## config.mk

```make
export PLATFORM = sky130hd
export DESIGN_NAME = frame_sequencer
export DESIGN_NICKNAME = d
export VERILOG_FILES = /design/src/rtl/frame_sequencer.sv
export SDC_FILE = /design/constraint.sdc
export NUM_CORES = 1
export LEC_CHECK = 0
export ABC_AREA = 1
export BUFFER_PORTS_ARGS = -buffer_cell sky130_fd_sc_hd__clkbuf_2
export CAP_MARGIN = 30
export CORE_MARGIN = 10
export CORE_UTILIZATION = 38
export CTS_CLUSTER_SIZE = 30
export DETAILED_ROUTE_END_ITERATION = 16
export PLACE_DENSITY = 0.52
export SKIP_CTS_REPAIR_TIMING = 1
export SLEW_MARGIN = 40
export SYNTH_ARGS = -nofsm -noshare
export SYNTH_HDL_FRONTEND = slang
export SYNTH_SLANG_ARGS = --single-unit
export TNS_END_PERCENT = 5
```

## constraint.sdc

```tcl
create_clock -name clk -period 5.3 [get_ports clk]
set_clock_uncertainty 0.1 [all_clocks]
set_input_delay 0.795 -clock clk [delete_from_list [all_inputs] [get_ports clk]]
set_output_delay 0.795 -clock clk [all_outputs]
set_load 0.02 [all_outputs]
```

## src/rtl/frame_sequencer.sv

```systemverilog
// -----------------------------------------------------------------------------
// frame_sequencer
//
// Sequences repeated image acquisitions on the ultrasound transmit path. Each
// frame is launched with a one-cycle start_transmit pulse. Every captured
// A-line is then read out and its buffer cleared. Successive launches are
// spaced by at least the programmed frame period. The run ends after the
// programmed frame count, on a stop request, or on a watchdog timeout.
//
// Parameters
//   TIMEOUT_CYCLES    watchdog limit for WAIT_ACCEPT and READOUT
//   SETTLE_CYCLES     cycles after ACQUIRE entry during which the
//                     xmit_in_progress drop is ignored
//
// Ports
//   clk               system clock, all logic on the rising edge
//   rst               synchronous active-low reset
//   seq_start         one-cycle pulse: latch config and begin a sequence
//   stop_req          level: finish the current frame, then stop
//   frame_count_cfg   frames per sequence, 0 = continuous
//   frame_period_cfg  minimum clocks between start_transmit pulses
//   xmit_busy         transmit FSM busy
//   xmit_in_progress  transmit FSM frame active
//   aline_captured    pulse: A-line data is in the capture buffer
//   rd_done           pulse: readout drained the buffer
//   start_transmit    one-cycle launch pulse to the transmit FSM
//   rd_req            level readout request while in READOUT
//   mem_clear         one-cycle buffer clear pulse
//   aline_idx         A-line index within the current frame
//   frames_done       completed frames in the current sequence
//   seq_active        high from ARM through PERIOD_WAIT
//   seq_done          one-cycle pulse on normal completion
//   timeout_err       sticky watchdog error
// -----------------------------------------------------------------------------
module frame_sequencer #(
    parameter logic [23:0] TIMEOUT_CYCLES = 24'd1_000_000,
    parameter int unsigned SETTLE_CYCLES  = 2
) (
    input  logic        clk,
    input  logic        rst,
    input  logic        seq_start,
    input  logic        stop_req,
    input  logic [15:0] frame_count_cfg,
    input  logic [23:0] frame_period_cfg,
    input  logic        xmit_busy,
    input  logic        xmit_in_progress,
    input  logic        aline_captured,
    input  logic        rd_done,
    output logic        start_transmit,
    output logic        rd_req,
    output logic        mem_clear,
    output logic [3:0]  aline_idx,
    output logic [15:0] frames_done,
    output logic        seq_active,
    output logic        seq_done,
    output logic        timeout_err
);

    typedef enum logic [3:0] {
        ST_IDLE        = 4'd0,
        ST_ARM         = 4'd1,
        ST_LAUNCH      = 4'd2,
        ST_WAIT_ACCEPT = 4'd3,
        ST_ACQUIRE     = 4'd4,
        ST_READOUT     = 4'd5,
        ST_CLEAR       = 4'd6,
        ST_FRAME_END   = 4'd7,
        ST_PERIOD_WAIT = 4'd8,
        ST_DONE        = 4'd9,
        ST_ERROR       = 4'd10
    } state_t;

    localparam logic [7:0] SETTLE_LIM = 8'(SETTLE_CYCLES);

    state_t      state_q,          state_d;
    logic [15:0] count_cfg_q,      count_cfg_d;
    logic [23:0] period_cfg_q,     period_cfg_d;
    logic [23:0] period_cnt_q,     period_cnt_d;
    logic [23:0] wdog_q,           wdog_d;
    logic [7:0]  settle_q,         settle_d;
    logic [3:0]  aline_idx_q,      aline_idx_d;
    logic [15:0] frames_done_q,    frames_done_d;
    logic        timeout_err_q,    timeout_err_d;
    logic        start_transmit_q, start_transmit_d;
    logic        rd_req_q,         rd_req_d;
    logic        mem_clear_q,      mem_clear_d;
    logic        seq_active_q,     seq_active_d;
    logic        seq_done_q,       seq_done_d;

    logic [23:0] wdog_inc_s;
    logic        period_elapsed_s;

    // Next-state, counter and registered-output computation.
    always_comb begin
        state_d       = state_q;
        count_cfg_d   = count_cfg_q;
        period_cfg_d  = period_cfg_q;
        wdog_d        = wdog_q;
        aline_idx_d   = aline_idx_q;
        frames_done_d = frames_done_q;
        timeout_err_d = timeout_err_q;

        // Free-running saturating counters; they are zeroed on the
        // transitions that give them meaning.
        if (period_cnt_q == 24'hFF_FFFF) begin
            period_cnt_d = period_cnt_q;
        end else begin
            period_cnt_d = period_cnt_q + 24'd1;
        end
        if (settle_q == 8'hFF) begin
            settle_d = settle_q;
        end else begin
            settle_d = settle_q + 8'd1;
        end
        if (wdog_q == 24'hFF_FFFF) begin
            wdog_inc_s = wdog_q;
        end else begin
            wdog_inc_s = wdog_q + 24'd1;
        end

        // Leaving PERIOD_WAIT when the counter reaches period-2 leaves
        // exactly ARM and LAUNCH to complete the period. Evaluated in 25
        // bits so that periods below 2 do not wrap.
        period_elapsed_s = (({1'b0, period_cnt_q} + 25'd2) >= {1'b0, period_cfg_q});

        case (state_q)
            ST_IDLE, ST_ERROR: begin
                if (seq_start) begin
                    count_cfg_d   = frame_count_cfg;
                    period_cfg_d  = frame_period_cfg;
                    frames_done_d = 16'd0;
                    timeout_err_d = 1'b0;
                    state_d       = ST_ARM;
                end else begin
                    state_d = state_q;
                end
            end
            ST_ARM: begin
                if (!xmit_busy) begin
                    state_d      = ST_LAUNCH;
                    aline_idx_d  = 4'd0;
                    period_cnt_d = 24'd0;
                    wdog_d       = 24'd0;
                end else begin
                    state_d = ST_ARM;
                end
            end
            ST_LAUNCH: begin
                // The watchdog counts cycles since the launch.
                wdog_d  = wdog_inc_s;
                state_d = ST_WAIT_ACCEPT;
            end
            ST_WAIT_ACCEPT: begin
                if (xmit_in_progress) begin
                    settle_d = 8'd0;
                    state_d  = ST_ACQUIRE;
                end else if (wdog_inc_s == TIMEOUT_CYCLES) begin
                    wdog_d        = wdog_inc_s;
                    timeout_err_d = 1'b1;
                    state_d       = ST_ERROR;
                end else begin
                    wdog_d = wdog_inc_s;
                end
            end
            ST_ACQUIRE: begin
                // A capture takes priority over a simultaneous frame end.
                if (aline_captured) begin
                    wdog_d  = 24'd0;
                    state_d = ST_READOUT;
                end else if ((settle_q >= SETTLE_LIM) && !xmit_in_progress) begin
                    if (frames_done_q == 16'hFFFF) begin
                        frames_done_d = frames_done_q;
                    end else begin
                        frames_done_d = frames_done_q + 16'd1;
                    end
                    state_d = ST_FRAME_END;
                end else begin
                    state_d = ST_ACQUIRE;
                end
            end
            ST_READOUT: begin
                if (rd_done) begin
                    aline_idx_d = aline_idx_q + 4'd1;
                    state_d     = ST_CLEAR;
                end else if (wdog_inc_s == TIMEOUT_CYCLES) begin
                    wdog_d        = wdog_inc_s;
                    timeout_err_d = 1'b1;
                    state_d       = ST_ERROR;
                end else begin
                    wdog_d = wdog_inc_s;
                end
            end
            ST_CLEAR: begin
                settle_d = 8'd0;
                state_d  = ST_ACQUIRE;
            end
            ST_FRAME_END: begin
                // frames_done_q already holds the incremented count here.
                if (stop_req || ((count_cfg_q != 16'd0) && (frames_done_q == count_cfg_q))) begin
                    state_d = ST_DONE;
                end else begin
                    state_d = ST_PERIOD_WAIT;
                end
            end
            ST_PERIOD_WAIT: begin
                if (stop_req) begin
                    state_d = ST_DONE;
                end else if (period_elapsed_s) begin
                    state_d = ST_ARM;
                end else begin
                    state_d = ST_PERIOD_WAIT;
                end
            end
            ST_DONE: begin
                state_d = ST_IDLE;
            end
            default: begin
                state_d = ST_IDLE;
            end
        endcase

        // Moore outputs decoded from the next state so they rise on the
        // same edge that enters the state.
        start_transmit_d = (state_d == ST_LAUNCH);
        rd_req_d         = (state_d == ST_READOUT);
        mem_clear_d      = (state_d == ST_CLEAR);
        seq_done_d       = (state_d == ST_DONE);
        seq_active_d     = (state_d == ST_ARM)         || (state_d == ST_LAUNCH)  ||
                           (state_d == ST_WAIT_ACCEPT) || (state_d == ST_ACQUIRE) ||
                           (state_d == ST_READOUT)     || (state_d == ST_CLEAR)   ||
                           (state_d == ST_FRAME_END)   || (state_d == ST_PERIOD_WAIT);
    end

    // State, counters, latched config and outputs with synchronous reset.
    always_ff @(posedge clk) begin
        if (!rst) begin
            state_q          <= ST_IDLE;
            count_cfg_q      <= 16'd0;
            period_cfg_q     <= 24'd0;
            period_cnt_q     <= 24'd0;
            wdog_q           <= 24'd0;
            settle_q         <= 8'd0;
            aline_idx_q      <= 4'd0;
            frames_done_q    <= 16'd0;
            timeout_err_q    <= 1'b0;
            start_transmit_q <= 1'b0;
            rd_req_q         <= 1'b0;
            mem_clear_q      <= 1'b0;
            seq_active_q     <= 1'b0;
            seq_done_q       <= 1'b0;
        end else begin
            state_q          <= state_d;
            count_cfg_q      <= count_cfg_d;
            period_cfg_q     <= period_cfg_d;
            period_cnt_q     <= period_cnt_d;
            wdog_q           <= wdog_d;
            settle_q         <= settle_d;
            aline_idx_q      <= aline_idx_d;
            frames_done_q    <= frames_done_d;
            timeout_err_q    <= timeout_err_d;
            start_transmit_q <= start_transmit_d;
            rd_req_q         <= rd_req_d;
            mem_clear_q      <= mem_clear_d;
            seq_active_q     <= seq_active_d;
            seq_done_q       <= seq_done_d;
        end
    end

    assign start_transmit = start_transmit_q;
    assign rd_req         = rd_req_q;
    assign mem_clear      = mem_clear_q;
    assign aline_idx      = aline_idx_q;
    assign frames_done    = frames_done_q;
    assign seq_active     = seq_active_q;
    assign seq_done       = seq_done_q;
    assign timeout_err    = timeout_err_q;

endmodule

```

==> summary.txt <==
FINISH
---------------------------------------------------------------------------------------
Final Core Density                                                               0.4509
Syn-to-layout area delta                                                         17.04%
Fraction of layout instances using a drive strength above 1                      0.1108
Count of inserted antenna diode cells                                                 0
Final Net Count                                                                    1284
FILL cells                                                                         2065

SYNTHESIS
---------------------------------------------------------------------------------------
Cell area after technology mapping                                             7498 um2
Compound-Gate Fraction of Synth Area                                             0.1430
Synthesized net count                                                              1214
Proportion of synthesized flip-flops having asynchronous set or reset                 0
Cell taking the most area after synthesis                                       dfxtp_1
Number of unique standard cell types used by synthesis                               40
Sequential fraction of the synthesis area                                        0.3364
Yosys warning total                                                                   0
EDFF count, synth                                                                     0
Share of synthesized cell area in and, or, nand and nor gates                    0.3280
Adder and majority gate portion of the synthesized area                         0.05173
Leading post-synthesis cells by instance count                             246 x nand2_1, 160 x nor2_1, 134 x inv_1, 126 x dfxtp_1, 104 x a21oi_1
Xor and xnor area share after synthesis                                         0.05607
Top flip-flop cell by instance count after synthesis                            dfxtp_1
Post-synthesis instance total                                                      1135
Top-count cell post-synth                                                       nand2_1
Flop and latch count out of synthesis                                               126
Post-synthesis mux area share                                                         0
Mapped Avg Cell Area                                                          6.607 um2
Largest family of logic cells by synthesized area                          simple AND/OR/NAND/NOR gates
Area share of the leading cell type in the synthesized netlist                   0.3364
Leading cell types by total area after synthesis                           dfxtp_1 34%, nand2_1 12%, nor2_1 8.0%, a21oi_1 6.9%, inv_1 6.7%

GRT
---------------------------------------------------------------------------------------
Initial antenna violation count                                                       0
Number of global-route vias before repair                                          6966
Maximum number of pins on one net before global-route repair                         72
Wire length of the first global-routing pass                                   34950 um
Global route total overflow                                                           0
Overall routing resource usage                                                   0.1649

DIE
---------------------------------------------------------------------------------------
Area of the die                                                               25750 um2
DIE WIDTH                                                                      160.5 um
Die Height                                                                     160.5 um
Row cnt                                                                              51
Starting density of the core                                                     0.3853
Io pins                                                                              74
Placeable Area                                                                19460 um2

FLOW RUN
---------------------------------------------------------------------------------------
Max cap viols                                                                         0

WORST SETUP PATH
---------------------------------------------------------------------------------------
Data arrival time of the worst path                                             3.58 ns
Cell type group with the largest total delay on the critical path          simple AND/OR/NAND/NOR gates
CP peak stage delay                                                             0.38 ns
Slowest CP cell                                                                 dfxtp_1
Critical path class                                                        flip-flop to flip-flop
Worst path required time                                                        5.53 ns
Kind of end point of the critical path                                        flip-flop
Highest fanout seen on the critical path                                              4
Buf+Inv Stages, Crit Path                                                             2
Flop-to-flop setup slack                                                        1.94 ns
Kind of launch point of the worst setup path                                  flip-flop
Worst-path cell chain                                                      ha_1 > nand2_1 > nor2_1 > nand3_1 > nor2_1 > nand2_1 > xor2_1 > inv_1 > ha_1 > nand4_1 > nor2_1 > nand2_1 > nand3_1 > nor2_1 > nand4_1 > nand2_1 > nand2_1 > a21oi_2 > nand3_1 > nand2_1 > nand3_1 > nand2_1 > inv_1
Critical path's most frequent cell                                              nand2_1

CLOCK NETWORK
---------------------------------------------------------------------------------------
Clock transition at the registers of the reported paths                         0.06 ns
Worst-Skew Late Latency                                                         0.43 ns
Clock tree from TritonCTS                                                           yes
Clock Root Buffer                                                             clkbuf_16
CTS sink count                                                                      126
H-Tree Depth                                                                          4
TritonCTS Buffers                                                                    17
Maximum clock path buffer count                                                       2

TIMING
---------------------------------------------------------------------------------------
Max Transition Viols Final                                                            0
Highest achievable clock rate                                                0.2980 GHz
Final hold violation count                                                            0
Slew headroom                                                                    0.5135
Setup Total Neg Slack                                                              0 ns
Endpoints failing setup                                                               0
Final worst path period share                                                    0.6332
Post-layout minimum cycle time                                                 3.356 ns
Unrepaired setup endpoints after global routing                                      no
Final WS setup                                                                 1.944 ns
Slew at the pin closest to its max-slew limit                                 0.7271 ns

POWER AND IR DROP
---------------------------------------------------------------------------------------
Ratio of total power to cell area                                          305.9 nW/um2
Total chip power                                                               2.685 mW
Leakage                                                                        3.744 nW
IR drop worst, VDD                                                             211.9 uV

ROUTING
---------------------------------------------------------------------------------------
Number of violations reported at the end of detailed-routing iteration 0            365
WL met1                                                                         9922 um
DR pass1 iterations                                                                   5
Routed wire length on met2                                                     10100 um
Residual antenna-violating net count after detailed routing                           0
Vias per inst                                                                     4.824
Final wirelength                                                               21040 um
Vias                                                                               7154
Routed length per instance                                                     14.19 um
Max Used Layer                                                                     met4
Total met3 wirelength after detailed routing                                     688 um
Remaining design rule violation count                                                 0

MIN PATH
---------------------------------------------------------------------------------------
Class of the tightest hold or removal check                                flip-flop to flip-flop

PLACE
---------------------------------------------------------------------------------------
Pre-CTS setup slack                                                            1.915 ns
DPL Wire Length                                                                16460 um
Count of buffers from port buffering                                                 73
Final GP Congestion                                                              0.8731

RUN STATUS
---------------------------------------------------------------------------------------
Status                                                                        completed

placed cells by master, fill, tap and decap left out, drive strengths merged, types with 3 or more instances in the layout:
cell	instances
nor4	9
o21a	6
dfxtp	126
nor3	38
o21ai	71
nand3b	9
ha	31
inv	138
clkbuf	94
nor2	169
a21o	3
bufinv	3
buf	5
a211oi	5
a22oi	4
nand4	19
xor2	23
nand3	59
clkinv	7
a21oi	105
xnor2	25
nand2	255
worst paths after layout:
path / from / to / cells after the start
min reg2reg: period_cfg_q[6] / period_cfg_q[6] / 2
max: period_cnt_q[1] / seq_active / 23
max reg2reg: period_cnt_q[1] / seq_active / 23
min: period_cfg_q[6] / period_cfg_q[6] / 2
area by class of cell:
type	count	area (um2)	area share
well taps	265	331.6	0.03778
flip-flops and latches	126	2522	0.2874
clock inverters	11	153.9	0.01754
repair buffers	78	422.9	0.04819
multi-input cells	843	4343	0.4949
clock buffers	21	480.5	0.05475
inverters	139	521.8	0.05945
tightest hold or removal path: stages (launching register included):
cell and delay (ns):
dfxtp_1 0.29, inv_1 0.07, a21oi_1 0.06
registers in the layout, summed over array words and instances (netlist names):
name / count
seq_active: 1
mem_clear: 1
start_transmit: 1
period_cfg_q: 24
rd_req: 1
seq_done: 1
period_cnt_q: 24
aline_idx: 4
settle_q: 8
state_q: 4
wdog_q: 24
count_cfg_q: 16
frames_done: 16
timeout_err: 1
logic make-up (layout without fill, tap and decap cells):
logic type / after synthesis / count (layout)
AO/OA/AOI/OAI: 201 / 201
XOR/XNOR: 48 / 48
adder cells (fa/ha/maj): 31 / 31
buffers and inverters: 166 / 249
flip-flops: 126 / 126
AND/OR/NAND/NOR: 563 / 563
metrics by stage:
stage | std cells | area [um2] | hold slack (ns)
6_report | 1483 | 8776 | 0.3598
4_1_cts | 1482 | 8748 | 0.3658
3_3_place_gp | 1450 | 8114 | 0.3513
5_1_grt | 1483 | 8776 | 0.3960
2_1_floorplan | 1135 | 7498 | 0.3353
3_5_place_dp | 1450 | 8114 | 0.3576
power by group:
group | internal, mW | switching (mW) | total (mW) | leakage (nW)
Clock | 0.795 | 0.462 | 1.26 | 0.307
Sequential | 1.01 | 0.0374 | 1.04 | 1.03
Combinational | 0.133 | 0.252 | 0.385 | 2.41
metal layers:
| metal | GRT usage | up-vias |
|---|---|---|
| li1 | - | 3854 |
| met5 | 0 | - |
| met1 | 0.2085 | 3163 |
| met3 | 0.03195 | 24 |
| met4 | 0.04883 | 0 |
| met2 | 0.2775 | 113 |
(Power assumes the default switching activity.)
